### src/rtl/lzc_norm_pipe.sv
// Pipelined leading-zero / redundant-sign counter with normalising shift.
// S1 holds the word and its tree count; S2 holds the mode-adjusted count and the shifted word.
module lzc_norm_pipe #(
    parameter int DATA_WIDTH = 64,
    parameter int CNT_W      = $clog2(DATA_WIDTH) + 1
) (
    input  logic                  clk,
    input  logic                  rst,
    input  logic                  in_valid,
    output logic                  in_ready,
    input  logic [DATA_WIDTH-1:0] in_data,
    input  logic                  in_mode,
    output logic                  out_valid,
    input  logic                  out_ready,
    output logic [CNT_W-1:0]      out_count,
    output logic                  out_zero,
    output logic [DATA_WIDTH-1:0] out_norm
);

    localparam int LVLS = $clog2(DATA_WIDTH);

    logic                  w_s1_adv;
    logic                  w_s2_adv;
    logic [DATA_WIDTH-1:0] w_src;
    logic [CNT_W-1:0]      w_raw_cnt;
    logic                  w_in_zero;
    logic [CNT_W-1:0]      w_cnt;
    logic [DATA_WIDTH-1:0] w_shift;
    logic [DATA_WIDTH-1:0] w_norm;

    logic                  r_s1_valid;
    logic [DATA_WIDTH-1:0] r_s1_data;
    logic                  r_s1_mode;
    logic [CNT_W-1:0]      r_s1_cnt;
    logic                  r_s1_zero;

    assign w_s2_adv  = ~out_valid | out_ready;
    assign w_s1_adv  = ~r_s1_valid | w_s2_adv;
    assign in_ready  = w_s1_adv;

    // Sign mode turns leading copies of the MSB into leading zeros.
    assign w_src     = in_data ^ {DATA_WIDTH{in_mode & in_data[DATA_WIDTH-1]}};
    assign w_in_zero = ~|in_data;

    // A node of width 2^k is all-zero exactly when its count has bit k set.
    for (genvar k = 0; k <= LVLS; k++) begin : g_lvl
        localparam int NODES = DATA_WIDTH >> k;
        logic [NODES*CNT_W-1:0] w_lvl_cnt;
        for (genvar j = 0; j < NODES; j++) begin : g_node
            if (k == 0) begin : g_leaf
                assign w_lvl_cnt[j*CNT_W +: CNT_W] = {{(CNT_W-1){1'b0}}, ~w_src[j]};
            end else begin : g_join
                logic [CNT_W-1:0] w_hi_cnt;
                logic [CNT_W-1:0] w_lo_cnt;
                assign w_hi_cnt = g_lvl[k-1].w_lvl_cnt[(2*j+1)*CNT_W +: CNT_W];
                assign w_lo_cnt = g_lvl[k-1].w_lvl_cnt[(2*j)*CNT_W +: CNT_W];
                assign w_lvl_cnt[j*CNT_W +: CNT_W] =
                    w_hi_cnt[k-1] ? (w_hi_cnt + w_lo_cnt) : w_hi_cnt;
            end
        end
    end

    assign w_raw_cnt = g_lvl[LVLS].w_lvl_cnt[CNT_W-1:0];

    // Stage 1: capture word, mode, raw count and zero flag.
    always_ff @(posedge clk) begin
        if (rst) begin
            r_s1_valid <= 1'b0;
            r_s1_data  <= {DATA_WIDTH{1'b0}};
            r_s1_mode  <= 1'b0;
            r_s1_cnt   <= {CNT_W{1'b0}};
            r_s1_zero  <= 1'b0;
        end else if (w_s1_adv) begin
            r_s1_valid <= in_valid;
            if (in_valid) begin
                r_s1_data <= in_data;
                r_s1_mode <= in_mode;
                r_s1_cnt  <= w_raw_cnt;
                r_s1_zero <= w_in_zero;
            end else begin
                r_s1_data <= r_s1_data;
                r_s1_mode <= r_s1_mode;
                r_s1_cnt  <= r_s1_cnt;
                r_s1_zero <= r_s1_zero;
            end
        end else begin
            r_s1_valid <= r_s1_valid;
        end
    end

    // Sign-mode count excludes the sign bit itself; the raw count is always >= 1 there.
    always_comb begin
        w_cnt = r_s1_cnt;
        if (r_s1_mode) begin
            w_cnt = r_s1_cnt - CNT_W'(1);
        end else begin
            w_cnt = r_s1_cnt;
        end
    end

    // Log-stage barrel shifter; the top count bit only occurs for a full-width shift.
    always_comb begin
        w_shift = r_s1_data;
        w_norm  = {DATA_WIDTH{1'b0}};
        for (int b = 0; b < LVLS; b++) begin
            if (w_cnt[b]) begin
                w_shift = w_shift << (1 << b);
            end else begin
                w_shift = w_shift;
            end
        end
        if (w_cnt[LVLS]) begin
            w_norm = {DATA_WIDTH{1'b0}};
        end else begin
            w_norm = w_shift;
        end
    end

    // Stage 2: registered outputs, held while downstream stalls.
    always_ff @(posedge clk) begin
        if (rst) begin
            out_valid <= 1'b0;
            out_count <= {CNT_W{1'b0}};
            out_zero  <= 1'b0;
            out_norm  <= {DATA_WIDTH{1'b0}};
        end else if (w_s2_adv) begin
            out_valid <= r_s1_valid;
            if (r_s1_valid) begin
                out_count <= w_cnt;
                out_zero  <= r_s1_zero;
                out_norm  <= w_norm;
            end else begin
                out_count <= out_count;
                out_zero  <= out_zero;
                out_norm  <= out_norm;
            end
        end else begin
            out_valid <= out_valid;
        end
    end

endmodule

### config.mk
export PLATFORM = sky130hd
export DESIGN_NAME = lzc_norm_pipe
export DESIGN_NICKNAME = d
export VERILOG_FILES = /design/src/rtl/lzc_norm_pipe.sv
export SDC_FILE = /design/constraint.sdc
export NUM_CORES = 1
export LEC_CHECK = 0
export CAP_MARGIN = 20
export CORE_UTILIZATION = 40
export CTS_CLUSTER_SIZE = 20
export DETAILED_ROUTE_END_ITERATION = 7
export GPL_TIMING_DRIVEN = 1
export SKIP_CTS_REPAIR_TIMING = 1
export SLEW_MARGIN = 10
export SYNTH_ARGS = -nofsm -noshare
export SYNTH_HDL_FRONTEND = slang
export SYNTH_SLANG_ARGS = --single-unit
### constraint.sdc
create_clock -name clk -period 8.3 [get_ports clk]
set_clock_uncertainty 0.15 [all_clocks]
set_input_delay 1.245 -clock clk [delete_from_list [all_inputs] [get_ports clk]]
set_output_delay 1.245 -clock clk [all_outputs]
set_load 0.005 [all_outputs]
==> results of run 1 <==
[through the flow]
stage / setup slack [ns] / hold WS, ns / cells / total power, W / util
2_1_floorplan: 0.659 / 0.282 / 1760 / 0.00130 / -
3_3_place_gp: 0.325 / 0.276 / 2269 / 0.00157 / 0.459
3_5_place_dp: 0.127 / 0.278 / 2269 / 0.00158 / 0.459
4_1_cts: 0.565 / 0.288 / 2301 / 0.00236 / 0.476
5_1_grt: 0.0406 / 0.327 / 2302 / 0.00247 / 0.477
6_report: 0.570 / 0.287 / 2302 / 0.00236 / 0.477
[layer usage]
layer	part of all wire	track usage	vias to the layer above
met5	0	0	-
met4	0.032	0.102	0
met3	0.053	0.0290	70
met2	0.45	0.422	487
met1	0.46	0.361	6299
li1	-	-	6534
[logic make-up after synthesis]
group,after synthesis
AND/OR/NAND/NOR,699
AO/OA/AOI/OAI,423
multiplexers,200
buffers and inverters,156
flip-flops,147
adder cells (fa/ha/maj),104
XOR/XNOR,31
[worst register-to-register path, stage by stage (launching register included)]
cell	delay [ns]
dfxtp_1	0.56
inv_1	0.15
ha_1	0.29
and4bb_2	0.31
xor2_4	0.16
buf_4	0.27
or4_1	0.77
nor2_2	0.68
o2111ai_1	0.29
o311a_1	0.20
a31oi_1	0.17
[registers in the layout, indices dropped and copies added (netlist names), 7 cells and up]
| register | flops |
|---|---|
| out_count | 7 |
| out_norm | 64 |
| r_s1_cnt | 7 |
| r_s1_data | 64 |
[power breakdown]
group / internal, W / leakage (nW) / switching (W)
combinational: 0.000317 / 5.05 / 0.000481
sequential: 0.000745 / 1.20 / 0.0000358
clock: 0.000450 / 0.272 / 0.000328
total: 0.00151 / 6.53 / 0.000845
[layout by cell type, fill, tap and decap left out, types with 4 or more instances in the layout]
cell             count
a211oi_1            24
a21o_1              23
a21oi_1            132
a221oi_1            20
a22o_1               6
a22oi_1             62
a311oi_1            11
a31oi_1             11
and2_1               7
and3_1              32
buf_4               28
clkbuf_16           17
clkdlybuf4s50_1    141
clkinvlp_4           4
dfxtp_1            147
fa_1                31
ha_1                73
inv_1               47
mux2_2              46
mux2i_1            135
mux4_2              18
nand2_1            314
nand2b_1            17
nand3_1             31
nand4_1              5
nor2_1             163
nor2_2               5
nor2b_1             10
nor3_1              62
nor4_1              21
o211ai_1             6
o21ai_0             84
o21ai_1              4
o22ai_1             11
or2_2                7
xnor2_1              9
xor2_1              17
[final cells by class]
type,count,area [um^2]
clock buffer,20,447
inverter,48,180
timing repair buffer,170,1640
clock inverter,12,131
sequential,147,2940
tap,448,561
fill,3357,17500
multi-input combinational,1457,10000
[worst paths after layout]
check | startpoint | endpoint | slack, ns | cells past startpoint
worst max-delay path | in_mode | r_s1_cnt[6] | 0.57 | 30
worst min-delay path | out_norm[16] | out_norm[16] | 0.29 | 2
worst max register to register | r_s1_cnt[0] | out_norm[63] | 4.23 | 10
worst min register to register | out_norm[16] | out_norm[16] | 0.29 | 2
==> out/metrics.csv, run 1 <==
stage,metric,value,unit
setup_path,critPathMaxFanout,80,
floorplanning,rows,67,
clock_tree,path_clk_slew,0.07,ns
grt,first_global_vias,12453,
logic_synthesis,synthTopCellsByArea,"dfxtp_1 (22%), mux2i_1 (10%), nand2_1 (8.8%), ha_1 (6.7%), a21oi_1 (4.9%)",
logic_synthesis,yosys-top-cells-count,"nand2_1 (316), nor2_1 (165), dfxtp_1 (147), mux2i_1 (135), a21oi_1 (132)",
logic_synthesis,yosys_warnings,0,
clock_tree,tritoncts,done,
logic_synthesis,ys.flop_type,dfxtp_1,
clock_tree,cts.path.max_buffers,2,
logic_synthesis,synth_compound_area_frac,0.200,
setup_path,cpPeakStageDelay,0.59,ns
clock_tree,htree_levels,4,
cells_and_area,fin_nets,2014,
floorplanning,num_io_pins,143,
cells_and_area,area_growth,17.7,%
cells_and_area,fin_area,0.0159,mm^2
logic_synthesis,synth_xor_area_frac,0.0211,
clock_tree,clock_latency,0.44,ns
logic_synthesis,synth_top_cell_by_area,dfxtp_1,
hold_path,hold_path.class,flop to flop,
logic_synthesis,yosysMostFrequentCell,nand2_1,
cells_and_area,drive_gt1_frac,0.0868,
floorplanning,die_x,186,um
detailed_routing,antenna_left,0,
timing,tns,0,ns
logic_synthesis,async_flop_share,0,
logic_synthesis,synth_fa_ha_area_frac,0.113,
power,power_leakage,6.53,nW
detailed_routing,drtPass1Iterations,7,
logic_synthesis,synth_area,0.0135,mm^2
grt,grt_pass1_wl,70.1,mm
logic_synthesis,synth.distinct_cells,78,
setup_path,cp_data_arrival_time,7.88,ns
detailed_routing,drt-initial-drc-count,1240,
logic_synthesis,avgSynthCellArea,7.70,um^2
clock_tree,cts_buffers,17,
clock_tree,cts_num_sinks,147,
status,outcome,"complete, no violations",
timing,finalHoldViolations,0,
grt,grt_max_degree,81,
timing,setup_violations,0,
detailed_routing,vias,13390,
grt,track_usage,0.264,
detailed_routing,routed_via_density,5.82,
placement,io_buffers,142,
grt,grt-ovfl-total,0,
power,peakVddDrop,0.156,mV
placement,hpwlAfterDp,34.6,mm
setup_path,critical-path-slowest-cell,clkdlybuf4s50_1,
floorplanning,chipHeight,186,um
logic_synthesis,synth.top_cell.area_share,0.217,
placement,gp_congestion,0.967,
setup_path,crit_buf_inv,6,
setup_path,path_delay_family,adder cells,
logic_synthesis,synth_cells,1760,
detailed_routing,wl_per_cell,19.6,um
cells_and_area,diodes,0,
setup_path,cp.required,8.45,ns
logic_synthesis,synth_top_family_by_area,simple AND/OR/NAND/NOR gates,
logic_synthesis,muxShareOfSynthArea,0.169,
setup_path,crit_type,input pin to flop,
floorplanning,die_area,0.0346,mm^2
timing,rsz0062_at_grt,no,
timing,period_share,0.931,
timing,fmax,129,MHz
timing,min_period,7.73,ns
floorplanning,core_region_area,0.0334,mm^2
clock_tree,clock-root-buffer,clkbuf_16,
logic_synthesis,synth_enable_flop_cells,0,
logic_synthesis,synth_nets,1933,
placement,dpl_cell_area,0.0154,mm^2
job,drv_cap,0,
logic_synthesis,seq_area_frac_synth,0.217,
detailed_routing,drc,0,
detailed_routing,wirelength,45.0,mm
logic_synthesis,yosys_register_bits,147,
setup_path,critPathLaunchType,input pin,
setup_path,critPathCaptureType,flop,
power,power.density,148,mW/mm^2
timing,relSlewSlack,0.367,
grt,antenna_found_initial,0,
timing,tightest_slew,0.943,ns
timing,slew_violations,0,
logic_synthesis,synth-simple-area-share,0.231,
floorplanning,start_util,0.405,
(Power assumes the default switching activity.)
==> run 2: changes to the inputs <==
--- a/config.mk
+++ b/config.mk
@@ -7,7 +7,7 @@
 export LEC_CHECK = 0
 export CAP_MARGIN = 20
 export CORE_UTILIZATION = 40
-export CTS_CLUSTER_SIZE = 20
+export CTS_CLUSTER_SIZE = 8
 export DETAILED_ROUTE_END_ITERATION = 7
 export GPL_TIMING_DRIVEN = 1
 export SKIP_CTS_REPAIR_TIMING = 1
==> constraint.sdc (replaced) <==
create_clock -name clk -period 8.4 [get_ports clk]
set_clock_uncertainty 0.15 [all_clocks]
set_input_delay 1.26 -clock clk [delete_from_list [all_inputs] [get_ports clk]]
set_output_delay 1.26 -clock clk [all_outputs]
set_load 0.005 [all_outputs]
==> run 2 against run 1 <==
Against the previous run: count of clock-buffer cells in the layout rose by 1; critical path depth fell by 2; die area did not move; combinational power fell by 1%; critical path type unchanged; critical endpoint unchanged.
==> out/metrics.csv, run 2 (synthesis results as in run 1) <==
stage,metric,value,unit
grt,antenna_found_initial,0,
timing,finalHoldViolations,0,
power,switching_share,0.351,
timing,relSlewSlack,0.348,
placement,io_buffers,142,
grt,grt_use_met2,0.415,
power,power_leakage,6.53,nW
grt,globalRouteMet1Util,0.356,
cells_and_area,drive_gt1_frac,0.0858,
grt,grt-ovfl-total,0,
power,seqPwrFrac,0.328,
status,outcome,"complete, no violations",
clock_tree,tritoncts,done,
power,clkPwrFrac,0.336,
timing,slew_violations,0,
hold_path,hold_path.class,flop to flop,
floorplanning,die_area,0.0346,mm^2
setup_path,r2r_slack,4.22,ns
floorplanning,num_io_pins,143,
clock_tree,cts.path.max_buffers,2,
power,peakVddDrop,0.156,mV
floorplanning,start_util,0.405,
setup_path,crit_type,input pin to flop,
power,pwr-share-comb,0.336,
detailed_routing,drtPass1Iterations,5,
setup_path,cpPeakStageDelay,0.61,ns
setup_path,critPathCaptureType,flop,
cells_and_area,area_growth,17.8,%
timing,tns,0,ns
detailed_routing,antenna_left,0,
setup_path,crit_top_cell,nor2_1,
placement,hpwlAfterDp,34.4,mm
job,drv_cap,0,
setup_path,critical-path-slowest-cell,a2111oi_0,
timing,timing.hold.ws,0.282,ns
grt,gr-usage-met3,0.0335,
cells_and_area,fin_area,0.0160,mm^2
cells_and_area,fin_nets,2013,
detailed_routing,wl_per_cell,19.4,um
grt,track_usage,0.262,
setup_path,cp.required,8.55,ns
clock_tree,clock_latency,0.45,ns
cells_and_area,final_cell_mix,"nand2_1 (314), nor2_1 (163), dfxtp_1 (147)",
placement,dp_cells,2268,
placement,dpl_cell_area,0.0153,mm^2
detailed_routing,routed_via_density,5.84,
timing,tightest_slew,0.971,ns
cells_and_area,finish.utilization,0.477,
setup_path,cp_data_arrival_time,7.93,ns
cells_and_area,final_common_cell,nand2_1,
timing,rsz0062_at_grt,no,
detailed_routing,drt-initial-drc-count,1251,
setup_path,critPathLaunchType,input pin,
floorplanning,rows,67,
grt,grt_pass1_wl,70.0,mm
setup_path,critPathMaxFanout,37,
power,intPower,0.00152,W
power,power.switching,0.000826,W
clock_tree,htree_levels,4,
timing,period_share,0.927,
grt,grt_max_degree,75,
timing,min_period,7.78,ns
detailed_routing,wirelength,44.7,mm
timing,fmax,128,MHz
timing,setup_violations,0,
clock_tree,cts_num_sinks,147,
floorplanning,chipHeight,186,um
detailed_routing,vias,13439,
cells_and_area,layout.cells.non_filler,2301,
cells_and_area,diodes,0,
clock_tree,path_clk_slew,0.06,ns
power,power.density,147,mW/mm^2
clock_tree,clock-root-buffer,clkbuf_16,
floorplanning,core_region_area,0.0334,mm^2
cells_and_area,reg_top3,"out_norm x64, r_s1_data x64",
grt,busiest_layer,met2,
floorplanning,die_x,186,um
grt,first_global_vias,12512,
placement,gp_congestion,0.986,
clock_tree,cts_buffers,17,
detailed_routing,drc,0,
run 2: cell count changes in the layout (fill, tap and decap cells not counted), sizes merged:
cell / delta
buf: -1
clkinv: -1
clkinvlp: -1
clkbuf: +1
bufinv: +1
run 2: per-stage QoR:
stage               setup WS [ns]  power [W]
floorplan                   0.744    0.00128
global placement            0.402    0.00155
detailed placement          0.236    0.00156
CTS                         0.681    0.00235
global route               0.0318    0.00247
finish                      0.616    0.00235
run 2: layout make-up:
| cell class | count | area [um^2] |
|---|---|---|
| fill | 3338 | 17500 |
| multi-input combinational | 1457 | 10000 |
| sequential | 147 | 2940 |
| timing repair buffer | 169 | 1630 |
| tap | 448 | 561 |
| clock buffer | 21 | 450 |
| inverter | 48 | 180 |
| clock inverter | 11 | 153 |
run 2: final timing paths:
check / cells past startpoint / to / startpoint
worst min register to register: 2 / out_norm[16] / out_norm[16]
worst max register to register: 9 / out_norm[44] / r_s1_mode
worst min-delay path: 2 / out_norm[16] / out_norm[16]
worst max-delay path: 28 / r_s1_cnt[6] / in_data[63]
run 2: layer usage:
layer | up-vias | wire [um]
met4 | 0 | 1720
met2 | 452 | 20100
met1 | 6390 | 20500
met5 | - | 0
met3 | 79 | 2330
li1 | 6518 | -
run 2: power by group through the flow:
stage	Clock [W]	Combinational (W)	Sequential [W]
after floorplan	0	0.000507	0.000775
after global placement	0	0.000765	0.000785
after detailed placement	0	0.000777	0.000786
after CTS	0.000803	0.000780	0.000771
after global routing	0.000835	0.000861	0.000776
final	0.000790	0.000789	0.000771
run 2: worst max-delay path: cells and delay by family:
family | cells | cell delay, ns
mux | 1 | 0.25
xor+xnor | 2 | 0.26
compound gates | 7 | 1.91
buf+inv | 3 | 0.73
simple gates | 9 | 1.20
fa+ha+maj | 6 | 2.32
==> run 3: changes to the inputs <==
--- a/config.mk
+++ b/config.mk
@@ -7,7 +7,7 @@
 export LEC_CHECK = 0
 export CAP_MARGIN = 20
 export CORE_UTILIZATION = 40
-export CTS_CLUSTER_SIZE = 8
+export CTS_CLUSTER_SIZE = 30
 export DETAILED_ROUTE_END_ITERATION = 7
 export GPL_TIMING_DRIVEN = 1
 export SKIP_CTS_REPAIR_TIMING = 1
==> results of run 3 <==
The final DEF is identical to that of run 2; final timing and power are the same.
